$ cat src/rtl/mem_arb_pkg.sv
// Shared types and constants for the two-requester memory port arbiter.
package mem_arb_pkg;

    typedef enum logic {OWN_D, OWN_I} owner_t;

    localparam int unsigned DEF_DATA_WIDTH = 32;
    localparam int unsigned BYTE_EN_W      = DEF_DATA_WIDTH / 8;

endpackage

$ cat src/rtl/arb_stat_counter.sv
// Wrapping event counter with a synchronous clear that beats a same-cycle increment.
module arb_stat_counter #(
    parameter int unsigned CNT_WIDTH = 32
) (
    input  logic                 clk,
    input  logic                 rst_n,
    input  logic                 inc,
    input  logic                 clear,
    output logic [CNT_WIDTH-1:0] count
);

    always_ff @(posedge clk or negedge rst_n) begin
        if (!rst_n) begin
            count <= '0;
        end else if (clear) begin
            count <= '0;
        end else if (inc) begin
            count <= count + CNT_WIDTH'(1);
        end
    end

endmodule

$ cat src/rtl/mem_port_arbiter.sv
// Shares one memory-subsystem port between the data (D) and instruction-fetch (I) requesters.
module mem_port_arbiter
    import mem_arb_pkg::*;
#(
    parameter int unsigned DATA_WIDTH   = DEF_DATA_WIDTH,
    parameter int unsigned ADDR_WIDTH   = 32,
    parameter int unsigned STARVE_LIMIT = 4,
    parameter int unsigned CNT_WIDTH    = 32
) (
    input  logic                    clk,
    input  logic                    rst_n,
    input  logic                    d_valid,
    input  logic                    d_we,
    input  logic [ADDR_WIDTH-1:0]   d_addr,
    input  logic [DATA_WIDTH-1:0]   d_w_data,
    input  logic [DATA_WIDTH/8-1:0] d_byte_en,
    output logic [DATA_WIDTH-1:0]   d_r_data,
    output logic                    d_ready,
    input  logic                    i_valid,
    input  logic [ADDR_WIDTH-1:0]   i_addr,
    output logic [DATA_WIDTH-1:0]   i_r_data,
    output logic                    i_ready,
    output logic                    mem_valid,
    output logic                    mem_we,
    output logic [ADDR_WIDTH-1:0]   mem_addr,
    output logic [DATA_WIDTH-1:0]   mem_w_data,
    output logic [DATA_WIDTH/8-1:0] mem_byte_en,
    input  logic [DATA_WIDTH-1:0]   mem_r_data,
    input  logic                    mem_ready,
    output logic                    owner_i,
    input  logic                    stat_clear,
    output logic [CNT_WIDTH-1:0]    stat_d_done,
    output logic [CNT_WIDTH-1:0]    stat_i_done,
    output logic [CNT_WIDTH-1:0]    stat_stall
);

    localparam int unsigned WAIT_W = $clog2(STARVE_LIMIT + 1);

    owner_t            owner;
    owner_t            lock_owner;
    logic              locked;
    logic [WAIT_W-1:0] i_wait;
    logic              owner_is_i;

    // Ownership is purely combinational; only a stalled access pins it via the lock.
    always_comb begin
        owner = OWN_D;
        if (locked) begin
            owner = lock_owner;
        end else if (d_valid && i_valid) begin
            owner = (i_wait == WAIT_W'(STARVE_LIMIT)) ? OWN_I : OWN_D;
        end else if (i_valid) begin
            owner = OWN_I;
        end
    end

    assign owner_is_i = (owner == OWN_I);
    assign owner_i    = owner_is_i;

    always_comb begin
        mem_valid   = d_valid;
        mem_we      = d_we;
        mem_addr    = d_addr;
        mem_w_data  = d_w_data;
        mem_byte_en = d_byte_en;
        d_r_data    = mem_r_data;
        i_r_data    = '0;
        if (owner_is_i) begin
            mem_valid   = i_valid;
            mem_we      = 1'b0;
            mem_addr    = i_addr;
            mem_w_data  = '0;
            mem_byte_en = '1;
            d_r_data    = '0;
            i_r_data    = mem_r_data;
        end
    end

    assign d_ready = !owner_is_i && d_valid && mem_ready;
    assign i_ready = owner_is_i && i_valid && mem_ready;

    always_ff @(posedge clk or negedge rst_n) begin
        if (!rst_n) begin
            locked     <= 1'b0;
            lock_owner <= OWN_D;
        end else if (mem_ready) begin
            locked <= 1'b0;
        end else if (mem_valid) begin
            locked     <= 1'b1;
            lock_owner <= owner;
        end
    end

    always_ff @(posedge clk or negedge rst_n) begin
        if (!rst_n) begin
            i_wait <= '0;
        end else if (!i_valid || i_ready) begin
            i_wait <= '0;
        end else if (i_wait != WAIT_W'(STARVE_LIMIT)) begin
            i_wait <= i_wait + WAIT_W'(1);
        end
    end

    arb_stat_counter #(.CNT_WIDTH(CNT_WIDTH)) u_d_done (
        .clk   (clk),
        .rst_n (rst_n),
        .inc   (d_ready),
        .clear (stat_clear),
        .count (stat_d_done)
    );

    arb_stat_counter #(.CNT_WIDTH(CNT_WIDTH)) u_i_done (
        .clk   (clk),
        .rst_n (rst_n),
        .inc   (i_ready),
        .clear (stat_clear),
        .count (stat_i_done)
    );

    arb_stat_counter #(.CNT_WIDTH(CNT_WIDTH)) u_stall (
        .clk   (clk),
        .rst_n (rst_n),
        .inc   (mem_valid && !mem_ready),
        .clear (stat_clear),
        .count (stat_stall)
    );

endmodule

$ cat config.mk
export PLATFORM = sky130hd
export DESIGN_NAME = mem_port_arbiter
export DESIGN_NICKNAME = d
export VERILOG_FILES = /design/src/rtl/mem_arb_pkg.sv /design/src/rtl/arb_stat_counter.sv /design/src/rtl/mem_port_arbiter.sv
export SDC_FILE = /design/constraint.sdc
export NUM_CORES = 1
export LEC_CHECK = 0
export BUFFER_PORTS_ARGS = -buffer_cell sky130_fd_sc_hd__buf_2
export CORE_AREA = 10 10 137 139
export DETAILED_ROUTE_END_ITERATION = 10
export DIE_AREA = 0 0 147 149
export HOLD_SLACK_MARGIN = 0.12
export PLACE_DENSITY = 0.72
export SLEW_MARGIN = 15
export SYNTH_ARGS = -nofsm -noshare
export SYNTH_HDL_FRONTEND = slang
export SYNTH_SLANG_ARGS = --single-unit
$ cat constraint.sdc
create_clock -name clk -period 3.8 [get_ports clk]
set_clock_uncertainty 0.1 [all_clocks]
set_input_delay 0.38 -clock clk [delete_from_list [all_inputs] [get_ports clk]]
set_output_delay 0.38 -clock clk [all_outputs]
set_load 0.03 [all_outputs]
---- Word-level counts from Yosys, hierarchy flattened ----
Cells that the tools add are included.
word-level totals
  input port bits ......................... 139
  output and inout port bits .............. 233
  word-level logic and storage cells ...... 50
  flip-flop bits (word level) ............. 101
operators by class
  $add $sub $neg .......................... 4
  muxes and demuxes ....................... 21
  bitwise gates (word level) .............. 1
  reduce and logical (&&, ||, !) cells .... 16
  equal/unequal tests ..................... 2
operators by type and width
  kind                   number
  $mux 32                10
  $add 32x1->32 const B  3
  $reduce_bool 2->1      5
  $mux 1                 8
  $logic_and 1x1->1      6
  $mux 3                 2
  $mux 4                 1
  $add 3x1->3 const B    1
  $eq 3x3->1 const B     1
  $logic_not 1->1        3
  $ne 3x3->1 const B     1
  $reduce_and 2->1       1
  $logic_or 1x1->1       1
  $not 1->1              1

---- Longest topological paths before layout ----
  depth after elaboration ................. 9
  depth in mapped cells ................... 11
  mapped depth without buffers ............ 8

---- Cells and area by module ----
A second synthesis with hierarchy kept.
unflattened totals
  cell total of the unflattened synthesis .. 712
  area total of the unflattened synthesis .. 6611.3 um2
by module, submodules not included
  module            area an instance (um2)  cells an instance  times used  sequential area each (um2)
  arb_stat_counter  1680.4                  176                3           800.8
  mem_port_arbiter  1570.3                  184                1           125.1

---- Least setup slack after synthesis ----
OpenSTA, ideal clock, no wires.
  kind .................................... register to output
  start point ............................. register i_wait[0]
  end point ............................... output port mem_addr[22]
  arrival time ............................ 2.367 ns
  data required time ...................... 3.320 ns
  cell stages (with the launch flop) ...... 12
  slack ................................... 0.953 ns
  buffers on the path ..................... 3
  cell sequence ........................... dfrtp_1 > inv_1 > ha_1 > a21bo_2 > nand3b_1 > and2_1 > clkbuf_1 > inv_1 > clkbuf_1 > clkbuf_1 > nand2_1 > nand2_1
between the ends
  longest elaborated chain between the ends .. 5
RTL lines
  element                 RTL line                 text
  from (decl)             mem_port_arbiter.sv:42   logic [WAIT_W-1:0] i_wait;
  from (signal assigned)  mem_port_arbiter.sv:100  i_wait <= i_wait + WAIT_W'(1);
  $eq 3x3->1              mem_port_arbiter.sv:51   owner = (i_wait == WAIT_W'(STARVE_LIMIT)) ? OWN_I : OWN_D;
  $mux 1                  mem_port_arbiter.sv:51
  $mux 1                  mem_port_arbiter.sv:50   end else if (d_valid && i_valid) begin
  $mux 1                  mem_port_arbiter.sv:48   if (locked) begin
  named net owner_i       mem_port_arbiter.sv:30   output logic owner_i,
  $mux 32                 mem_port_arbiter.sv:68   if (owner_is_i) begin
  to (decl)               mem_port_arbiter.sv:25   output logic [ADDR_WIDTH-1:0] mem_addr,
The timed path passes the listed nets, and every way through them passes these cells.

---- Final worst setup path ----
  start point ............................. register i_wait[0]
  end point ............................... output port mem_addr[15]
between the ends
  longest elaborated chain between the ends .. 5
RTL lines
  element     RTL line
  $eq 3x3->1  mem_port_arbiter.sv:51
  $mux 1      mem_port_arbiter.sv:51
  $mux 1      mem_port_arbiter.sv:50
  $mux 1      mem_port_arbiter.sv:48
  $mux 32     mem_port_arbiter.sv:68
No other way between the ends.

==> impl_metrics.tcl <==
set metrics [dict create \
    status "finished, final reports clean" \
    hold_class "primary input to flop" \
    worstMarginPinSlew_ps 952 \
    synthArstFlopShare_pct 100 \
    cts_tree "done" \
    ir_drop_mv 0.242 \
    synth-edff-count 0 \
    combPwrFrac_pct 32.7 \
    port-buffer-count 371 \
    ant_nets 0 \
    numCtsBuffers 9 \
    synthFlopType "dfrtp_1" \
    postCtsSetupBuffers 0 \
    fin_crit_sh_pct 79.7 \
    leakage_nw 4.61 \
    reg2reg_depth 7 \
    dpl.hpwl_um 21600 \
    internal_power_w 0.00196 \
    post-route-drc-count 0 \
    fin_util_pct 53.8 \
    layout-drive-gt1-share_pct 36.3 \
    cp-start-kind "flop" \
    wl_um 27400 \
    synth_commonest_cells "nand2_1 (138), dfrtp_1 (101), nor2_1 (84)" \
    num-nets-final 1277 \
    rr_endpoint "u_stall.count[26]" \
    fmax_ghz 0.330 \
    overflow 0 \
    cp.required_ps 3320 \
    cp-end-kind "output pin" \
    setup_viol 0 \
    clock_path_buffers 2 \
    die_area_um2 21900 \
    die_y_um 149 \
    netlist_instances 792 \
    yosysTopAreaCell "dfrtp_1" \
    syn_area_per_cell_um2 7.99 \
    cts_root_buf "clkbuf_16" \
    max_slew_margin_pct 36.5 \
    worstSetupPathType "flop to output pin" \
    syn_to_final_growth_pct 37.5 \
    clk_pin_slew_ps 70 \
    synth.area.top_cells "dfrtp_1 (40%), nand2_1 (8.2%), and3_1 (7.1%)" \
    wl_per_cell_um 20.2 \
    synth_nets 936 \
    finalCriticalPeriod_ps 3030 \
    arrival_ps 2550 \
    hold_depth 2 \
    slew_violations 0 \
    netlist_area_um2 6330 \
    switching_share_pct 38.0 \
    dr.pass1.iters 6 \
    pre_cts_ws_ps 1100 \
    hold_end "locked" \
    core_um2 16200 \
    synth.most_common_cell "nand2_1" \
    grt_first_pass_wirelength_um 41000 \
    power_switching_w 0.00120 \
    htree_num_levels 3 \
    yosys.cell_types.count 44 \
    grtUsageTotal_pct 23.5 \
    place_area_um2 8370 \
    final_area_um2 8700 \
    cts.sinks 101 \
    pwr-share-clk_pct 32.5 \
    synth_warnings 0 \
    io_pins 372 \
    drv_cap 0 \
    ys_seq_area_share_pct 39.9 \
    power_density_nw_per_um2 363 \
    via_per_inst 5.27 \
    antenna_found_initial 1 \
    cp-startpoint "i_wait[0]" \
    synth_seq_cells 101 \
    drt-initial-drc-count 508 \
    rsz0062_at_grt "no" \
    hold_start "mem_ready" \
    start_util_pct 39.1 \
    hold_viol 0 \
    grt_pass1_vias 6793 \
    rows 47 \
    final.setup.tns_ps 0 \
    synth.top_cell.area_share_pct 39.9 \
    seqPwrFrac_pct 34.9 \
    r2r_slack_ps 1210 \
    r2r_start "locked" \
    cp_max_fo 65 \
    die_x_um 147 \
    cts_resized 0 \
    worst_slack_ps 773 \
    grt_max_degree 76 \
    vias 7164 \
    insertion_delay_ps 360 \
    gp_congestion 0.907 \
]
worst max-delay path, stage by stage (launching register included):
cell and delay [ps]:
dfrtp_1 410, inv_1 70, ha_1 230, a21bo_2 190, nand3b_1 100, and2_1 190, inv_1 50, buf_4 470
nand2_1 160, nand2_1 100, buf_2 200
routing by layer:
layer,GRT usage (%),routed length [µm],vias up
met3,8.74,2700,26
met1,29.2,11300,3402
li1,-,-,3412
met2,38.5,13100,322
met5,0,10,-
met4,5.00,298,2
power by group through the flow:
stage | sequential [W] | combinational [W] | clock, W
floorplan | 0.00113 | 0.000650 | 0
global placement | 0.00112 | 0.00103 | 0
detailed placement | 0.00112 | 0.00103 | 0
CTS | 0.00110 | 0.00104 | 0.00103
global route | 0.00110 | 0.00111 | 0.00109
finish | 0.00110 | 0.00103 | 0.00103
through the flow:
| stage | instances | hold slack (ps) | total power (W) |
|---|---|---|---|
| 2_1_floorplan | 792 | -15.6 | 0.00178 |
| 3_3_place_gp | 1341 | 357 | 0.00215 |
| 3_5_place_dp | 1341 | 361 | 0.00216 |
| 4_1_cts | 1358 | 228 | 0.00317 |
| 5_1_grt | 1358 | 258 | 0.00330 |
| 6_report | 1359 | 248 | 0.00316 |
sequential cells by signal, indices dropped and copies added (netlist names):
signal	count
u_stall.count	32
u_i_done.count	32
i_wait	3
lock_owner	1
locked	1
u_d_done.count	32
final cells by class:
type | count | area (µm²)
flip-flops and latches | 101 | 2530
well taps | 220 | 275
multi-input cells | 623 | 3550
repair buffers | 385 | 1980
clock inverters | 7 | 97.6
clock buffers | 9 | 225
diodes | 1 | 2.50
fillers | 1535 | 7470
inverters | 13 | 48.8
cells by family (layout without fill, tap and decap cells):
| logic type | after synthesis | count (layout) | synth area share (%) |
|---|---|---|---|
| buffers and inverters | 68 | 414 | 4.17 |
| AO/OA/AOI/OAI | 60 | 60 | 5.40 |
| multiplexers | 3 | 3 | 0.514 |
| adder cells (fa/ha/maj) | 5 | 5 | 0.989 |
| AND/OR/NAND/NOR | 487 | 487 | 39.6 |
| other | 0 | 1 | 0 |
| flip-flops | 101 | 101 | 39.9 |
| XOR/XNOR | 68 | 68 | 9.41 |
cell usage in the layout (no fill, tap or decap), types with 2 or more instances in the layout:
cell type and n:
a21bo_2 2, a21oi_1 28, and2_1 34, and3_1 72
and4_1 6, buf_2 370, buf_4 13, bufinv_16 2
clkbuf_16 9, clkinv_2 2, dfrtp_1 101, ha_1 5
inv_1 12, nand2_1 137, nand2b_1 6, nand3_1 30
nand4_1 30, nor2_1 84, nor2b_1 2, nor3_1 15
nor4_1 27, nor4b_1 5, o211ai_1 2, o21ai_0 19
o31ai_1 6, or3_1 21, or4_1 7, xnor2_1 45
xor2_1 23
how the worst max path moves through the flow:
| stage | cells after the start | slack (ps) | end |
|---|---|---|---|
| finish | 10 | 770 | mem_addr[15] |
| global route | 10 | 540 | mem_addr[16] |
| CTS | 10 | 740 | mem_addr[16] |
| detailed placement | 6 | 1100 | u_stall.count[29] |
| global placement | 6 | 1080 | u_stall.count[29] |
| floorplan | 11 | 950 | mem_addr[22] |
repair_timing:
action | in CTS | in global routing
hold buffers | 1 | 0
setup endpoints to repair | 0 | 0
endpoints found under the hold margin | 49 | 0
(Power assumes the default switching activity.)
